<file path="src/rtl/vector_mem_sequencer.sv">
// vector_mem_sequencer
// Splits one vector load/store into LANES single-element accesses on the
// narrow data-memory port. The pipeline is held through busy while the
// elements are sequenced. Load elements are gathered into rdata_vec, and a
// single vreg_we strobe is raised when a load completes.
//
// Build option: define VMS_TIMEOUT_EN to add an ack watchdog. When no ack
// arrives for TIMEOUT_CYC consecutive request cycles, the transfer aborts
// with err. Without the macro, err is tied low and a request waits
// indefinitely for its ack.
module vector_mem_sequencer #(
  parameter int LANES       = 4,
  parameter int ELEM_W      = 8,
  parameter int ADDR_W      = 32,
  parameter int TIMEOUT_CYC = 16
) (
  input  logic                    clk,
  input  logic                    rst,
  input  logic                    start,
  input  logic                    is_store,
  input  logic [ADDR_W-1:0]       base_addr,
  input  logic [LANES*ELEM_W-1:0] wdata_vec,
  output logic                    busy,
  output logic                    done,
  output logic                    vreg_we,
  output logic                    err,
  output logic [LANES*ELEM_W-1:0] rdata_vec,
  output logic                    mem_req,
  output logic                    mem_we,
  output logic [ADDR_W-1:0]       mem_addr,
  output logic [ELEM_W-1:0]       mem_wdata,
  input  logic                    mem_ack,
  input  logic [ELEM_W-1:0]       mem_rdata
);

  localparam int VEC_W  = LANES * ELEM_W;
  localparam int LANE_W = (LANES > 1) ? $clog2(LANES) : 1;
  localparam logic [LANE_W-1:0] LAST_LANE = LANE_W'(LANES - 1);

  typedef enum logic [1:0] {
    IDLE = 2'd0,
    REQ  = 2'd1,
    DONE = 2'd2
  } state_t;

  state_t              state_q, state_d;
  logic [LANE_W-1:0]   lane_q,  lane_d;
  logic [ADDR_W-1:0]   base_q,  base_d;
  logic [VEC_W-1:0]    wdata_q, wdata_d;
  logic                store_q, store_d;
  logic [VEC_W-1:0]    rdata_q, rdata_d;

`ifdef VMS_TIMEOUT_EN
  localparam int WAIT_W = $clog2(TIMEOUT_CYC + 1);
  localparam logic [WAIT_W-1:0] WAIT_LAST = WAIT_W'(TIMEOUT_CYC - 1);

  logic [WAIT_W-1:0]   wait_q, wait_d;
  logic                err_q,  err_d;
`endif

  // State and datapath registers. Reset is synchronous and active-low, and
  // it wins over everything, including a transfer that is still in flight.
  always_ff @(posedge clk) begin
    if (!rst) begin
      // NOTE: sequential state uses non-blocking assignments only. This keeps
      // every register sampling the pre-edge values of the others.
      state_q <= IDLE;
      lane_q  <= '0;
      base_q  <= '0;
      wdata_q <= '0;
      store_q <= 1'b0;
      // NOTE: the gathered vector is a plain register rather than a memory,
      // so it is cleared on reset. A consumer never observes stale data after
      // reset.
      rdata_q <= '0;
`ifdef VMS_TIMEOUT_EN
      wait_q  <= '0;
      err_q   <= 1'b0;
`endif
    end else begin
      state_q <= state_d;
      lane_q  <= lane_d;
      base_q  <= base_d;
      wdata_q <= wdata_d;
      store_q <= store_d;
      rdata_q <= rdata_d;
`ifdef VMS_TIMEOUT_EN
      wait_q  <= wait_d;
      err_q   <= err_d;
`endif
    end
  end

  // Next-state logic and output decode. Every output is decoded from the
  // registers above. mem_ack only steers the next state, so nothing on the
  // memory port depends combinationally on the ack.
  always_comb begin
    // NOTE: all signals written here get a default first, so no branch leaves
    // one unassigned and no latch is inferred.
    state_d   = state_q;
    lane_d    = lane_q;
    base_d    = base_q;
    wdata_d   = wdata_q;
    store_d   = store_q;
    rdata_d   = rdata_q;
`ifdef VMS_TIMEOUT_EN
    wait_d    = wait_q;
    err_d     = 1'b0;
`endif
    busy      = 1'b0;
    done      = 1'b0;
    vreg_we   = 1'b0;
    mem_req   = 1'b0;
    mem_we    = 1'b0;
    mem_addr  = '0;
    mem_wdata = '0;

    case (state_q)
      IDLE: begin
        // Operands are captured only here. Upstream may change them freely
        // while the transfer runs.
        if (start) begin
          base_d  = base_addr;
          wdata_d = wdata_vec;
          store_d = is_store;
          lane_d  = '0;
`ifdef VMS_TIMEOUT_EN
          wait_d  = '0;
`endif
          state_d = REQ;
        end
      end

      REQ: begin
        busy      = 1'b1;
        mem_req   = 1'b1;
        mem_we    = store_q;
        // The address wraps modulo 2^ADDR_W by plain truncation.
        mem_addr  = base_q + ADDR_W'(lane_q);
        mem_wdata = wdata_q[int'(lane_q)*ELEM_W +: ELEM_W];

        if (mem_ack) begin
          if (!store_q) begin
            rdata_d[int'(lane_q)*ELEM_W +: ELEM_W] = mem_rdata;
          end
          if (lane_q == LAST_LANE) begin
            state_d = DONE;
          end else begin
            // Stay in REQ, so the next element is requested back-to-back.
            lane_d = lane_q + LANE_W'(1);
          end
`ifdef VMS_TIMEOUT_EN
          wait_d = '0;
`endif
        end
`ifdef VMS_TIMEOUT_EN
        else if (wait_q == WAIT_LAST) begin
          // This is the TIMEOUT_CYC-th request cycle without an ack, so the
          // transfer aborts. Lanes already gathered stay in rdata_vec.
          state_d = DONE;
          err_d   = 1'b1;
        end else begin
          wait_d = wait_q + WAIT_W'(1);
        end
`endif
      end

      DONE: begin
        done = 1'b1;
`ifdef VMS_TIMEOUT_EN
        // An aborted load must not commit its partial vector.
        vreg_we = ~store_q & ~err_q;
`else
        vreg_we = ~store_q;
`endif
        lane_d  = '0;
        // start is ignored here. If upstream still holds it in the next
        // IDLE cycle, that counts as a new request.
        state_d = IDLE;
      end

      default: begin
        state_d = IDLE;
      end
    endcase
  end

  // Registered view of the gathered vector. It holds its value between
  // operations, and stores leave it untouched.
  assign rdata_vec = rdata_q;

`ifdef VMS_TIMEOUT_EN
  assign err = err_q;
`else
  assign err = 1'b0;
`endif

endmodule

</file>
<file path="config.mk">
export PLATFORM = sky130hd
export DESIGN_NAME = vector_mem_sequencer
export DESIGN_NICKNAME = d
export VERILOG_FILES = /design/src/rtl/vector_mem_sequencer.sv
export SDC_FILE = /design/constraint.sdc
export NUM_CORES = 1
export LEC_CHECK = 0
export ABC_AREA = 1
export CAP_MARGIN = 20
export CORE_MARGIN = 8
export CORE_UTILIZATION = 48
export DETAILED_ROUTE_END_ITERATION = 7
export PLACE_DENSITY = 0.9
export SLEW_MARGIN = 0
export SYNTH_ARGS = -nofsm -noshare
export SYNTH_HDL_FRONTEND = slang
export SYNTH_SLANG_ARGS = --single-unit
</file>
<file path="constraint.sdc">
create_clock -name clk -period 2.82 [get_ports clk]
set_input_delay 0.846 -clock clk [delete_from_list [all_inputs] [get_ports clk]]
set_output_delay 0.846 -clock clk [all_outputs]
set_load 0.005 [all_outputs]
</file>
==> flow_summary.rst <==
.. list-table::
   :header-rows: 1

   * - Metric
     - Value
   * - Worst Setup Start Kind
     - flip-flop
   * - Final setup fails
     - 17
   * - Detailed-router iteration count before antenna repair
     - 5
   * - Setup repair after global routing missed its margin
     - yes
   * - Final cell count without fillers
     - approximately 1100
   * - Post-synthesis sequential element count
     - around 100
   * - Mux cell area share after synthesis
     - 0%
   * - First-pass GRT wire length
     - approximately 26000 µm
   * - Setup WS pre-CTS
     - -137 ps
   * - Clock latency on the worst-skew pair
     - about 370 ps
   * - Power share of the combinational group
     - 22.0%
   * - Main combinational cell family by area after synthesis
     - simple AND/OR/NAND/NOR gates
   * - Antenna viol nets, final
     - 0
   * - Crit path capture type
     - output port
   * - CP Cell Sequence
     - ha_4 -> fa_2 -> nand2_4 -> nor2_4 -> nand2_2 -> buf_6 -> nor2_4 -> buf_6 -> nand2_2 -> nand2_1 -> nand2_1 -> nor2_1 -> buf_2
   * - Routed wire length on met3
     - 1240 µm
   * - Effective utilization at floorplan
     - ~49%
   * - Net count after synthesis
     - 902
   * - Total die area
     - 14400 µm²
   * - Setup ws final
     - -174 ps
   * - Compound-Gate Fraction of Synth Area
     - about 16%
   * - Met2 routed WL
     - ~8100 µm
   * - Total of warnings raised by yosys
     - 0
   * - Leakage power figure
     - around 0.0030 µW
   * - H-tree levels
     - 3
   * - Core Area
     - around 11000 µm²
   * - Cell type contributing the most total cell area after synthesis
     - sky130_fd_sc_hd__dfxtp_1
   * - Vias per std cell
     - about 5.2
   * - Count of unique library cells instantiated by Yosys
     - 27
   * - Net load switching power
     - slightly above 1000 µW
   * - Post-placement cell count
     - ~1100
   * - Biggest area contributors in the synthesized netlist
     - sky130_fd_sc_hd__dfxtp_1 39%, sky130_fd_sc_hd__nor2_1 16%, sky130_fd_sc_hd__nand2_1 10%
   * - Final routed DRC violation total
     - 0
   * - Pins over their slew limit
     - 0
   * - Kind of cell with the highest combined delay on the critical path
     - simple AND/OR/NAND/NOR gates
   * - Number of fill cells
     - 920
   * - Violations in the final reports
     - negative setup slack
   * - Cell-internal power
     - roughly 2200 µW
   * - Final global-route overflow total
     - 0
   * - Xor and xnor fraction of the mapped netlist area
     - 0.843%
   * - Crit share post-route
     - 106%
   * - Number of DRC violations after detailed-routing iteration 0
     - 495
   * - Post-Syn Area
     - 5200 µm²
   * - Hold Violations, Final
     - 0
   * - Post-Synthesis Mean Instance Area
     - around 6.4 µm²
   * - Fraction of registers with async set/reset
     - 0%
   * - Total power divided by cell area
     - roughly 420 nW/µm²
   * - Slowest cell on crit path
     - sky130_fd_sc_hd__dfxtp_2
   * - Number of violations of the max-capacitance limit
     - 0
   * - Highest net fanout along the worst path
     - 3
   * - Critical path type
     - flip-flop to output port
   * - Number of diodes added for antenna fixing
     - 0
   * - Status
     - complete, but fails checks
   * - Time the final worst path needs with I/O delays and setup
     - around 3000 ps
   * - Area Overhead vs Synth
     - 44.3%
   * - Clock root cell
     - sky130_fd_sc_hd__clkbuf_8
   * - # hold bufs at CTS
     - 0
   * - Placement row count
     - 38
   * - Top-level I/O count
     - approximately 160
   * - Routed wire length
     - 17200 µm
   * - Highest routed metal layer
     - met4
   * - Data required time at the worst endpoint
     - just under 2000 ps
   * - Number of buffers added by the clock tree synthesis step
     - 9
   * - Routability cong.
     - 0.956
   * - Met1 Wirelength
     - 7120 µm
   * - Sequential share of power
     - 50.2%
   * - Clock network fraction of total power
     - 27.8%
   * - Synth Area in Simple Gates
     - approximately 34%
   * - Share of post-route cells with drive strength above 1
     - between 10 and 15%
   * - Clock tree buffer depth
     - 2
   * - Count of mapped cells out of synthesis
     - approximately 820
   * - Library cell with the highest instance count after synthesis
     - sky130_fd_sc_hd__nor2_1
   * - Fraction of synthesized cell area taken by the top area cell type
     - 38.9%
   * - Routed wirelength normalized by instance count
     - 15.1 µm
   * - Vias in the first global route
     - about 5400
   * - Via count
     - a little under 6000
   * - Worst IR Drop VDD
     - about 0.26 mV
   * - DIE HEIGHT
     - roughly 120 µm
   * - TritonCTS clock tree
     - built
   * - Pin count of the biggest net entering global routing
     - between 80 and 90
   * - Number of enable flip-flop cells after synthesis
     - 0
   * - Number of antenna violations at the first check in global routing
     - 0
   * - Share of synthesized cell area in full adder, half adder and majority cells
     - between 2 and 2.5%
   * - Leading post-synthesis cells by instance count
     - 227 x sky130_fd_sc_hd__nor2_1, 144 x sky130_fd_sc_hd__nand2_1, 101 x sky130_fd_sc_hd__dfxtp_1
   * - Share of synthesized area occupied by flip-flops and latches
     - around 39%
   * - Total global-route track usage
     - 22.2%
   * - Number of clock sinks
     - between 100 and 150
   * - WP buf/inv
     - 3
   * - Peak per-stage delay on the critical path
     - about 370 ps
   * - Min-Delay Path Class
     - flip-flop to flip-flop
   * - Count of buffers from port buffering
     - roughly 150
   * - Worst path arrival time
     - about 2200 ps
   * - HPWL after detailed placement
     - 12000 µm
   * - Die outline width
     - between 100 and 150 µm
   * - Register clock-pin slew on the reported worst setup and hold paths
     - 100 ps
   * - Setup clock skew after layout
     - 10.5 ps
   * - NumNets Final
     - about 1100
   * - Most common flop cell mapped by yosys
     - sky130_fd_sc_hd__dfxtp_1
   * - Fraction of power spent switching nets
     - 31.7%
   * - Upper clock frequency limit
     - about 0.33 GHz
[through the flow]
stage | instance area (µm²) | hold slack [ps] | utilization (%) | power [µW] | setup TNS [ps]
floorplan | 5200 | 444 | - | 1980 | 0
global placement | 6880 | 449 | 64.4 | 2270 | -252
detailed placement | 6880 | 454 | 64.4 | 2290 | -839
CTS | 7320 | 467 | 68.4 | 3160 | -1980
global route | 7500 | 488 | 70.1 | 3360 | -3610
finish | 7500 | 465 | 70.1 | 3190 | -1710
[power groups by stage]
stage / clock network (µW) / registers [µW] / logic, µW
after floorplan: 0 / 1600 / 375
after global placement: 0 / 1610 / 652
after detailed placement: 0 / 1620 / 666
after CTS: 894 / 1590 / 677
after global routing: 973 / 1610 / 776
final: 885 / 1600 / 702
[tightest hold or removal path: cells and delay by family, from the launching register on]
kind	cells	cell delay [ps]
flops	1	320
simple gates	1	60
compound gates	1	50
[worst paths after layout]
check                              startpoint            end  slack (ps)  depth (start not counted)
worst min register to register  rdata_vec[12]  rdata_vec[12]         470                          2
worst max-delay path                lane_q[0]   mem_addr[30]        -170                         13
worst max register to register      lane_q[0]  rdata_vec[18]         400                         10
worst min-delay path            rdata_vec[12]  rdata_vec[12]         470                          2
[layer usage]
metal  up-vias  GRT usage (%)
met5         -              0
met4         0           11.1
met3        52           3.66
met2       244           37.2
met1      2693           27.2
li1       2945              -
[registers in the layout (all words and copies together), names as in the netlist]
signal     flops
lane_q         2
wdata_q       32
store_q        1
base_q        32
rdata_vec     32
state_q        2
[cell usage in the layout, fill, tap and decap left out, drive strengths merged, types with 2 or more instances in the layout]
| cell type | netlist | routed |
|---|---|---|
| clkinvlp | 0 | 2 |
| nor2 | 232 | 233 |
| clkinv | 1 | 3 |
| dlygate4sd2 | 0 | 8 |
| ha | 8 | 8 |
| buf | 21 | 70 |
| xor2 | 3 | 3 |
| clkdlybuf4s50 | 0 | 120 |
| nand2 | 145 | 145 |
| nor3 | 22 | 22 |
| xnor2 | 2 | 2 |
| o21ai | 99 | 99 |
| nand3 | 33 | 33 |
| dfxtp | 101 | 101 |
| clkbuf | 21 | 13 |
| a21oi | 70 | 70 |
| inv | 54 | 56 |
[kinds of logic after synthesis]
group | Yosys count
AOI/OAI and AO/OA | 170
xor gates and xnor gates | 5
adders and majority gates | 9
buffers and inverters | 97
DFF | 101
other | 1
and+or+nand+nor | 433
[final cells by class]
| cell class | instances | area (µm²) | area share, % |
|---|---|---|---|
| timing repair buffer | 203 | 1900 | 25.4 |
| clock inverter | 6 | 53.8 | 0.717 |
| sequential | 101 | 2040 | 27.2 |
| tap | 140 | 175 | 2.34 |
| inverter | 55 | 223 | 2.97 |
| multi-input combinational | 619 | 2980 | 39.7 |
| clock buffer | 10 | 128 | 1.70 |
[what timing repair did]
action	CTS	global route
pin swaps	24	25
buffers inserted	20	12
resized for setup	139	43
endpoints found under the setup margin	39	35
hold endpoints to repair	0	0
gates cloned	1	0
Power figures use the tool's default switching activity.
